### config.mk
export PLATFORM = sky130hd
export DESIGN_NAME = bp_me_cache_dma_to_block_mem
export DESIGN_NICKNAME = d
export VERILOG_FILES = /design/src/rtl/bp_me_pkg.sv /design/src/rtl/bp_me_dword_block_buffer.sv /design/src/rtl/bp_me_cache_dma_to_block_mem.sv
export SDC_FILE = /design/constraint.sdc
export NUM_CORES = 1
export LEC_CHECK = 0
export BUFFER_PORTS_ARGS = -buffer_cell sky130_fd_sc_hd__buf_4
export CAP_MARGIN = 20
export CORE_AREA = 4 4 511 513
export DETAILED_ROUTE_END_ITERATION = 6
export DIE_AREA = 0 0 515 517
export GPL_ROUTABILITY_DRIVEN = 0
export PLACE_DENSITY = 0.3
export SETUP_SLACK_MARGIN = 0.02
export SYNTH_ARGS = -nofsm -noshare
export SYNTH_HDL_FRONTEND = slang
export SYNTH_SLANG_ARGS = --single-unit
### constraint.sdc
create_clock -name clk_i -period 3.7 [get_ports clk_i]
set_clock_uncertainty 0.05 [all_clocks]
set_input_delay 0.555 -clock clk_i [delete_from_list [all_inputs] [get_ports clk_i]]
set_output_delay 0.555 -clock clk_i [all_outputs]
set_load 0.02 [all_outputs]
### src/rtl/bp_me_pkg.sv
// Shared types for the memory-end DMA-to-block adapter: bedrock message
// types, the adapter FSM state encoding and header-width helpers.
package bp_me_pkg;

  localparam int bedrock_msg_type_width_gp = 4;
  localparam int bedrock_size_width_gp     = 3;

  typedef enum logic [bedrock_msg_type_width_gp-1:0] {
    e_bedrock_mem_rd    = 4'd0,
    e_bedrock_mem_wr    = 4'd1,
    e_bedrock_mem_uc_rd = 4'd2,
    e_bedrock_mem_uc_wr = 4'd3,
    e_bedrock_mem_pre   = 4'd4,
    e_bedrock_mem_amo   = 4'd5
  } bp_bedrock_mem_type_e;

  typedef enum logic [2:0] {
    e_ready,
    e_wr_collect,
    e_wr_issue,
    e_rd_issue,
    e_rd_wait,
    e_resp_hdr,
    e_rd_stream
  } bp_me_dma_blk_state_e;

  // Width of a dram-format header: {payload, size, addr, msg_type}
  function automatic int bp_me_hdr_width(input int paddr_w, input int payload_w);
    return payload_w + bedrock_size_width_gp + paddr_w + bedrock_msg_type_width_gp;
  endfunction

  // clog2 that never returns 0, so a 1-entry counter still has a bit
  function automatic int bp_me_safe_clog2(input int x);
    return (x <= 1) ? 1 : $clog2(x);
  endfunction

endpackage

### src/rtl/bp_me_dword_block_buffer.sv
// Block-wide register file addressed as dwords. Word 0 sits in the LSBs.
// Pure storage: the caller decides when to write, load or read.
module bp_me_dword_block_buffer
  import bp_me_pkg::*;
#(
  parameter int words_p       = 8,
  parameter int dword_width_p = 64,
  parameter int idx_width_p   = bp_me_safe_clog2(words_p)
) (
  input  logic                               clk_i,
  input  logic                               w_v_i,
  input  logic [idx_width_p-1:0]             w_idx_i,
  input  logic [dword_width_p-1:0]           w_data_i,
  input  logic                               ld_v_i,
  input  logic [words_p*dword_width_p-1:0]   ld_data_i,
  input  logic [idx_width_p-1:0]             r_idx_i,
  output logic [dword_width_p-1:0]           r_data_o,
  output logic [words_p*dword_width_p-1:0]   data_o
);

  logic [words_p-1:0][dword_width_p-1:0] mem_r;

  for (genvar i = 0; i < words_p; i++) begin : g_word
    // Full-block load wins over a single-word write; the two never overlap in use
    always_ff @(posedge clk_i) begin
      if (ld_v_i)
        mem_r[i] <= ld_data_i[i*dword_width_p +: dword_width_p];
      else if (w_v_i && (w_idx_i == idx_width_p'(i)))
        mem_r[i] <= w_data_i;
    end
  end

  assign r_data_o = mem_r[r_idx_i];
  assign data_o   = mem_r;

endmodule

### src/rtl/bp_me_cache_dma_to_block_mem.sv
// Adapts the L2 slice DMA port (header + dword beats) to a single-beat
// block-wide memory. One transaction in flight; one shared block buffer.
module bp_me_cache_dma_to_block_mem
  import bp_me_pkg::*;
#(
  parameter int paddr_width_p     = 40,
  parameter int dword_width_p     = 64,
  parameter int cce_block_width_p = 512,
  parameter int payload_width_p   = 16,
  parameter int hdr_width_p       = bp_me_hdr_width(paddr_width_p, payload_width_p)
) (
  input  logic                         clk_i,
  input  logic                         reset_n_i,

  input  logic [hdr_width_p-1:0]       mem_cmd_header_i,
  input  logic                         mem_cmd_header_v_i,
  output logic                         mem_cmd_header_yumi_o,
  input  logic [dword_width_p-1:0]     mem_cmd_data_i,
  input  logic                         mem_cmd_data_v_i,
  output logic                         mem_cmd_data_yumi_o,

  output logic [hdr_width_p-1:0]       mem_resp_header_o,
  output logic                         mem_resp_header_v_o,
  input  logic                         mem_resp_header_ready_i,
  output logic [dword_width_p-1:0]     mem_resp_data_o,
  output logic                         mem_resp_data_v_o,
  input  logic                         mem_resp_data_ready_i,

  output logic                         blk_v_o,
  output logic                         blk_w_o,
  output logic [paddr_width_p-1:0]     blk_addr_o,
  output logic [cce_block_width_p-1:0] blk_data_o,
  input  logic                         blk_ready_i,
  input  logic                         blk_data_v_i,
  input  logic [cce_block_width_p-1:0] blk_data_i,
  output logic                         blk_data_yumi_o
);

  localparam int words_lp        = cce_block_width_p / dword_width_p;
  localparam int cnt_width_lp    = bp_me_safe_clog2(words_lp);
  localparam int offset_width_lp = $clog2(cce_block_width_p / 8);

  typedef struct packed {
    logic [payload_width_p-1:0]           payload;
    logic [bedrock_size_width_gp-1:0]     size;
    logic [paddr_width_p-1:0]             addr;
    bp_bedrock_mem_type_e                 msg_type;
  } hdr_s;

  bp_me_dma_blk_state_e state_r, state_n;
  hdr_s                 hdr_r, hdr_aligned;
  logic [cnt_width_lp-1:0] cnt_r;

  logic hdr_accept, data_accept, blk_rd_yumi, resp_data_hs, cnt_last, is_wr;

  // Incoming header with the block offset stripped; size is ignored downstream
  always_comb begin
    hdr_aligned = hdr_s'(mem_cmd_header_i);
    hdr_aligned.addr[offset_width_lp-1:0] = '0;
  end

  // Yumis are gated by reset so nothing is consumed while reset is held
  assign hdr_accept   = reset_n_i & (state_r == e_ready)      & mem_cmd_header_v_i;
  assign data_accept  = reset_n_i & (state_r == e_wr_collect) & mem_cmd_data_v_i;
  assign blk_rd_yumi  = reset_n_i & (state_r == e_rd_wait)    & blk_data_v_i;
  assign resp_data_hs = mem_resp_data_v_o & mem_resp_data_ready_i;
  assign cnt_last     = (cnt_r == cnt_width_lp'(words_lp - 1));
  assign is_wr        = (hdr_r.msg_type == e_bedrock_mem_wr);

  assign mem_cmd_header_yumi_o = hdr_accept;
  assign mem_cmd_data_yumi_o   = data_accept;
  assign blk_data_yumi_o       = blk_rd_yumi;

  assign blk_v_o             = (state_r == e_wr_issue) | (state_r == e_rd_issue);
  assign blk_w_o             = (state_r == e_wr_issue);
  assign blk_addr_o          = hdr_r.addr;
  assign mem_resp_header_o   = hdr_r;
  assign mem_resp_header_v_o = (state_r == e_resp_hdr);
  assign mem_resp_data_v_o   = (state_r == e_rd_stream);

  // State, beat counter and latched header
  always_ff @(posedge clk_i or negedge reset_n_i) begin
    if (!reset_n_i) begin
      state_r <= e_ready;
      cnt_r   <= '0;
      hdr_r   <= '0;
    end else begin
      state_r <= state_n;
      if (hdr_accept)
        hdr_r <= hdr_aligned;
      if (data_accept | resp_data_hs)
        cnt_r <= cnt_last ? '0 : cnt_r + 1'b1;
    end
  end

  // Next-state: everything that is not a plain write is serviced as a read
  always_comb begin
    state_n = state_r;
    unique case (state_r)
      e_ready:
        if (hdr_accept)
          state_n = (hdr_aligned.msg_type == e_bedrock_mem_wr) ? e_wr_collect : e_rd_issue;
      e_wr_collect:
        if (data_accept && cnt_last) state_n = e_wr_issue;
      e_wr_issue:
        if (blk_ready_i) state_n = e_resp_hdr;
      e_rd_issue:
        if (blk_ready_i) state_n = e_rd_wait;
      e_rd_wait:
        if (blk_rd_yumi) state_n = e_resp_hdr;
      e_resp_hdr:
        if (mem_resp_header_ready_i) state_n = is_wr ? e_ready : e_rd_stream;
      e_rd_stream:
        if (resp_data_hs && cnt_last) state_n = e_ready;
      default:
        state_n = e_ready;
    endcase
  end

  bp_me_dword_block_buffer #(
    .words_p      (words_lp),
    .dword_width_p(dword_width_p),
    .idx_width_p  (cnt_width_lp)
  ) buffer (
    .clk_i    (clk_i),
    .w_v_i    (data_accept),
    .w_idx_i  (cnt_r),
    .w_data_i (mem_cmd_data_i),
    .ld_v_i   (blk_rd_yumi),
    .ld_data_i(blk_data_i),
    .r_idx_i  (cnt_r),
    .r_data_o (mem_resp_data_o),
    .data_o   (blk_data_o)
  );

endmodule

Word level (Yosys, flattened, before mapping)
Cells that the tools add are included.
{ "totals": {"register_bits": 575, "latchBits": 0, "ram_bits": 0, "mem_bits_ro": 0, "input_bits": 647, "output_inout_bits": 686, "elab_cells": 96, "n_memories": 0} }
{ "classes": {"n_addsub": 1, "multipliers": 0, "div": 0, "magnitude_cmp": 1, "n_eq_ne": 22, "n_shift": 0, "muxes": 29, "bitwise_logic": 9, "reduce_logical": 20} }
{ "ops": {"columns": ["cell", "count"], "rows": [
  ["64-bit 2-to-1 mux", 17],
  ["64-bit binary-select mux with 3-bit select", 1],
  ["3-bit 2-to-1 mux", 9],
  ["3-bit == test (second input constant)", 7],
  ["3-bit case mux with 7 select lines", 1],
  ["2-bit nonzero test", 8],
  ["3-bit by 2-bit == test with 1-bit output (second input constant)", 4],
  ["1-bit logical AND", 9],
  ["4-bit by 1-bit == test with 1-bit output (second input constant)", 2],
  ["2-bit by 1-bit inequality test with 1-bit output (second input constant)", 4],
  ["1-bit AND", 7],
  ["7-bit AND reduction", 1],
  ["3-bit by 1-bit == test with 1-bit output (second input constant)", 2],
  ["3-bit zero test", 2],
  ["2-bit inequality test (second input constant)", 3],
  ["3-bit by 4-bit less-than comparator with 1-bit output (second input constant)", 1],
  ["3-bit by 1-bit adder with 3-bit output (second input constant)", 1],
  ["2-bit 2-to-1 mux", 1],
  ["1-bit OR", 2]
]} }

Longest topological paths before layout
{ "logic_depth": {"ltp_word": 6, "depth_mapped": 7, "mapped_depth_nobuf": 5} }

Cells and area by module
Synthesis repeated with hierarchy kept, for this count alone.
{ "hier_totals": {"cells_unflattened": 2188, "area_unflattened_um2": 27044.7} }
{ "by_module_without_submodules": {"columns": ["module", "n_inst", "cells_each", "area_per_inst_um2"], "rows": [
  ["bp_me_dword_block_buffer", 1, 1968, 24038.1],
  ["bp_me_cache_dma_to_block_mem", 1, 220, 3006.6]
]} }

Worst setup path before layout
No wires, ideal clock.
{ "synth_path": {"kind": "flip-flop to flip-flop", "from": "register state_r[1]", "to": "register buffer.mem_r, in the netlist buffer.data_o[0] (enable)", "setup_ns": 0.420, "arrival_time_ns": 2.654, "required_ns": 3.230, "path_slack_ns": 0.576, "stages_incl_launch_ff": 7, "path_buffers": 3, "path_cell_list": "dfrtp_1 buf_6 nor4bb_2 and2_1 buf_4 buf_2 a21o_1"} }
{ "synth_rtl": {"columns": ["element", "line", "rtl"], "rows": [
  ["start, declared", "bp_me_cache_dma_to_block_mem.sv:50", "bp_me_dma_blk_state_e state_r, state_n;"],
  ["start signal, assigned", "bp_me_cache_dma_to_block_mem.sv:84", "state_r <= e_ready;"],
  ["start signal, assigned", "bp_me_cache_dma_to_block_mem.sv:88", "state_r <= state_n;"],
  ["3-bit == test", "bp_me_cache_dma_to_block_mem.sv:65", "assign blk_rd_yumi = reset_n_i & (state_r == e_rd_wait) & blk_data_v_i;"],
  ["1-bit AND (2 in series)", "bp_me_cache_dma_to_block_mem.sv:65", null],
  ["via blk_data_yumi_o", "bp_me_cache_dma_to_block_mem.sv:36", "output logic blk_data_yumi_o"],
  ["2-bit nonzero test (no source line)", null, null],
  ["end signal, assigned by index", "bp_me_dword_block_buffer.sv:27", "mem_r[i] <= ld_data_i[i*dword_width_p +: dword_width_p];"],
  ["end signal, assigned by index", "bp_me_dword_block_buffer.sv:29", "mem_r[i] <= w_data_i;"],
  ["end, declared", "bp_me_dword_block_buffer.sv:21", "logic [words_p-1:0][dword_width_p-1:0] mem_r;"]
]} }
The timed path passes the listed nets, and every way through them passes these cells.
A chain may end at the register's enable or synchronous reset.

Final worst setup path
{ "layout_path": {"from": "register cnt_r[0]", "to": "output mem_resp_data_o[63]"} }
{ "layout_via": {"elab_chain_len": 2} }
{ "layout_rtl": {"columns": ["element", "line", "rtl"], "rows": [
  ["start, declared", "bp_me_cache_dma_to_block_mem.sv:52", "logic [cnt_width_lp-1:0] cnt_r;"],
  ["start signal, assigned", "bp_me_cache_dma_to_block_mem.sv:92", "cnt_r <= cnt_last ? '0 : cnt_r + 1'b1;"],
  ["64-bit binary-select mux with 3-bit select", "bp_me_dword_block_buffer.sv:33", "assign r_data_o = mem_r[r_idx_i];"],
  ["64-bit 2-to-1 mux (implied by the code)", "bp_me_dword_block_buffer.sv:33", null],
  ["end, declared", "bp_me_cache_dma_to_block_mem.sv:25", "output logic [dword_width_p-1:0] mem_resp_data_o,"]
]} }
No other way between the ends. The select of a mux whose other input is x is not followed.

==> qor.yml <==
ctsHtreeMaxLevel: 3
clock_latency_ns: 0.71
cts_buffers: 84
cp.required_ns: 3.09
start_util_pct: 10.71
synth_area_leaders: "edfxtp_1 56%, a21o_1 14%, mux4_2 11%, dfrtp_1 5.7%, nand2_1 2.7%"
yosys.area.top_type_share_pct: 56.03
antenna_found_initial: 43
arrival_ns: 2.88
seq_area_frac_synth_pct: 61.78
grt_pass1_vias: 26880
synth.ff_latch_count: 575
p_leak_uw: 0.02161
io_buffers: 1314
synthDistinctLibCells: 42
tns_ns: 0
hp-class: "primary input to register"
clock_sinks: 575
grtUsageTotal_pct: 15.80
drt_iter0_drc: 1824
final_max_slew_viol_count: 0
nets: 4261
cts_resized: 0
wl_per_cell_um: 31.05
pwr_density_cell_nw_per_um2: 624.5
muxShareOfSynthArea_pct: 12.96
syn_inst: 1762
drc: 0
final_cell_area_um2: 49560
post-place-ws_ns: 0.6537
hold_viol: 0
core_um2: 256200
fin_ws_ns: 0.2138
ys_top_cells_by_count: "517 x a21o_1, 512 x edfxtp_1, 196 x nand2_1, 128 x mux4_2, 82 x buf_4"
final_antenna_net_count: 0
synthXorXnorAreaFrac_pct: 0.03192
rsz0062_at_grt: "false"
hpwl_mm: 174.7
vias: 24670
grt_overflow: 0
dr.pass1.iters: 5
synth_edf_count: 512
yosys.area_share.simple_pct: 3.160
crit_fanout: 26
layout-drive-gt1-share_pct: 47.66
synth_compound_area_share_pct: 17.17
cp-start-kind: "register"
outcome: "complete, no violations"
syn_area_um2: 27440
relSlewSlack_pct: 32.23
tritoncts: "yes"
synth_fa_ha_area_share_pct: 0.2736
num_rows: 186
grt_pass1_wl_mm: 280.6
max-cap-violations: 0
synth.most_common_cell: "a21o_1"
ys_async_sr_fraction_pct: 10.96
final_core_util_pct: 19.34
finalCriticalPeriod_ns: 3.486
yosysWarnings: 0
worst_pin_slew_ns: 1.011
synth_largest_area_cell: "edfxtp_1"
die_w_um: 515
setup_viol: 0
crit_path_end_kind: "output pin"
period_share_pct: 94.22
num_io_pins: 1333
synth.avg_cell_area_um2: 15.57
syn2layout_area_growth_pct: 80.60
crit_type: "register to output pin"
synth-main-ff-cell: "edfxtp_1"
path_clk_slew_ns: 0.06
wirelength_mm: 219.6
ir_drop_mv: 0.3151
clock_path_buffers: 3
synth_top_family_by_area: "compound AO/OA/AOI/OAI gates"
holdWs_ns: 0.1080
die_h_um: 517
placed_cell_area_um2: 41530
fmax_mhz: 286.8
viasPerCell: 3.488
dieArea_um2: 266300
cts-root-buf: "clkbuf_16"
grt_max_degree: 95
## power by group
group | internal (uW) | switching (uW) | leakage [uW] | total [uW]
combinational | 5390 | 8220 | 0.0149 | 13600
clock | 4810 | 3520 | 0.00132 | 8330
sequential | 8170 | 849 | 0.00539 | 9020
## what timing repair did
| action | CTS | global route |
|---|---|---|
| hold buffers | 522 | 0 |
| hold endpoints to repair | 546 | 0 |
| buffers inserted | 4 | 0 |
| setup endpoints to repair | 32 | 0 |
## cells in the final DEF (no fill, tap or decap), types with 41 or more instances in the layout
| master | n |
|---|---|
| clkbuf_16 | 85 |
| edfxtp_1 | 512 |
| buf_12 | 41 |
| mux4_2 | 128 |
| dfrtp_1 | 60 |
| nand2_1 | 196 |
| a21o_1 | 512 |
| buf_4 | 1355 |
| dlygate4sd3_1 | 522 |
| a21boi_2 | 60 |
## sequential cells by signal, indices dropped and copies added (netlist names)
signal,cells
state_r,3
cnt_r,3
blk_addr_o,34
mem_resp_header_o,23
buffer.data_o,512
## through the flow
step,total power [uW],instances
after global placement,22790,6377
final,30950,7073
after detailed placement,22730,6379
after global routing,32490,7068
after CTS,31960,7061
after floorplan,15240,1773
## critical path: stages (launching register included)
cell and delay [ns]:
dfrtp_4 0.48, buf_12 0.12, buf_12 0.20, mux4_2 0.59, nand2_1 0.11, nand2_1 0.23
buf_4 0.25
## path summary, 6_finish.rpt
path / to / slack [ns] / cells after the start / from
max in group asynchronous: cnt_r[0]$_DFFE_PN0P_ / 2.11 / 4 / reset_n_i
min in group asynchronous: cnt_r[1]$_DFFE_PN0P_ / 0.23 / 2 / reset_n_i
max reg2reg: buffer.data_o[98]$_DFFE_PP_ / 1.02 / 5 / state_r[0]$_DFFE_PN0P_
min: buffer.data_o[349]$_DFFE_PP_ / 0.11 / 2 / blk_data_i[349]
min reg2reg: mem_resp_header_o[52]$_DFFE_PN0P_ / 0.44 / 1 / mem_resp_header_o[52]$_DFFE_PN0P_
max: mem_resp_data_o[63] / 0.21 / 6 / cnt_r[0]$_DFFE_PN0P_
## kinds of logic after synthesis
kind of cell	Yosys count
AOI/OAI and AO/OA	596
muxes	188
DFF	575
and+or+nand+nor	216
adders and majority gates	6
xor gates and xnor gates	1
buffers and inverters	179
other	1
## area by class of cell
cell class                      count  area [um^2]
Antenna cell                       11        27.53
Clock buffer                      115         2270
Clock inverter                     41        439.2
Fill cell                       28100       206700
Inverter                            7        31.28
Multi-Input combinational cell   1019         9338
Sequential cell                   575        16960
Tap cell                         3384         4234
Timing Repair Buffer             1921        16260
## per-layer routing
metal  vias to the layer above  part of all wire [%]  track usage (%)
li1                      10530                     -                -
met1                     12680                    41            19.20
met2                      1251                    48            26.80
met3                       188                   9.1            5.798
met4                        16                   1.9            3.110
met5                         -                 0.041                0
Note: power is estimated with default switching activity, not from simulation.
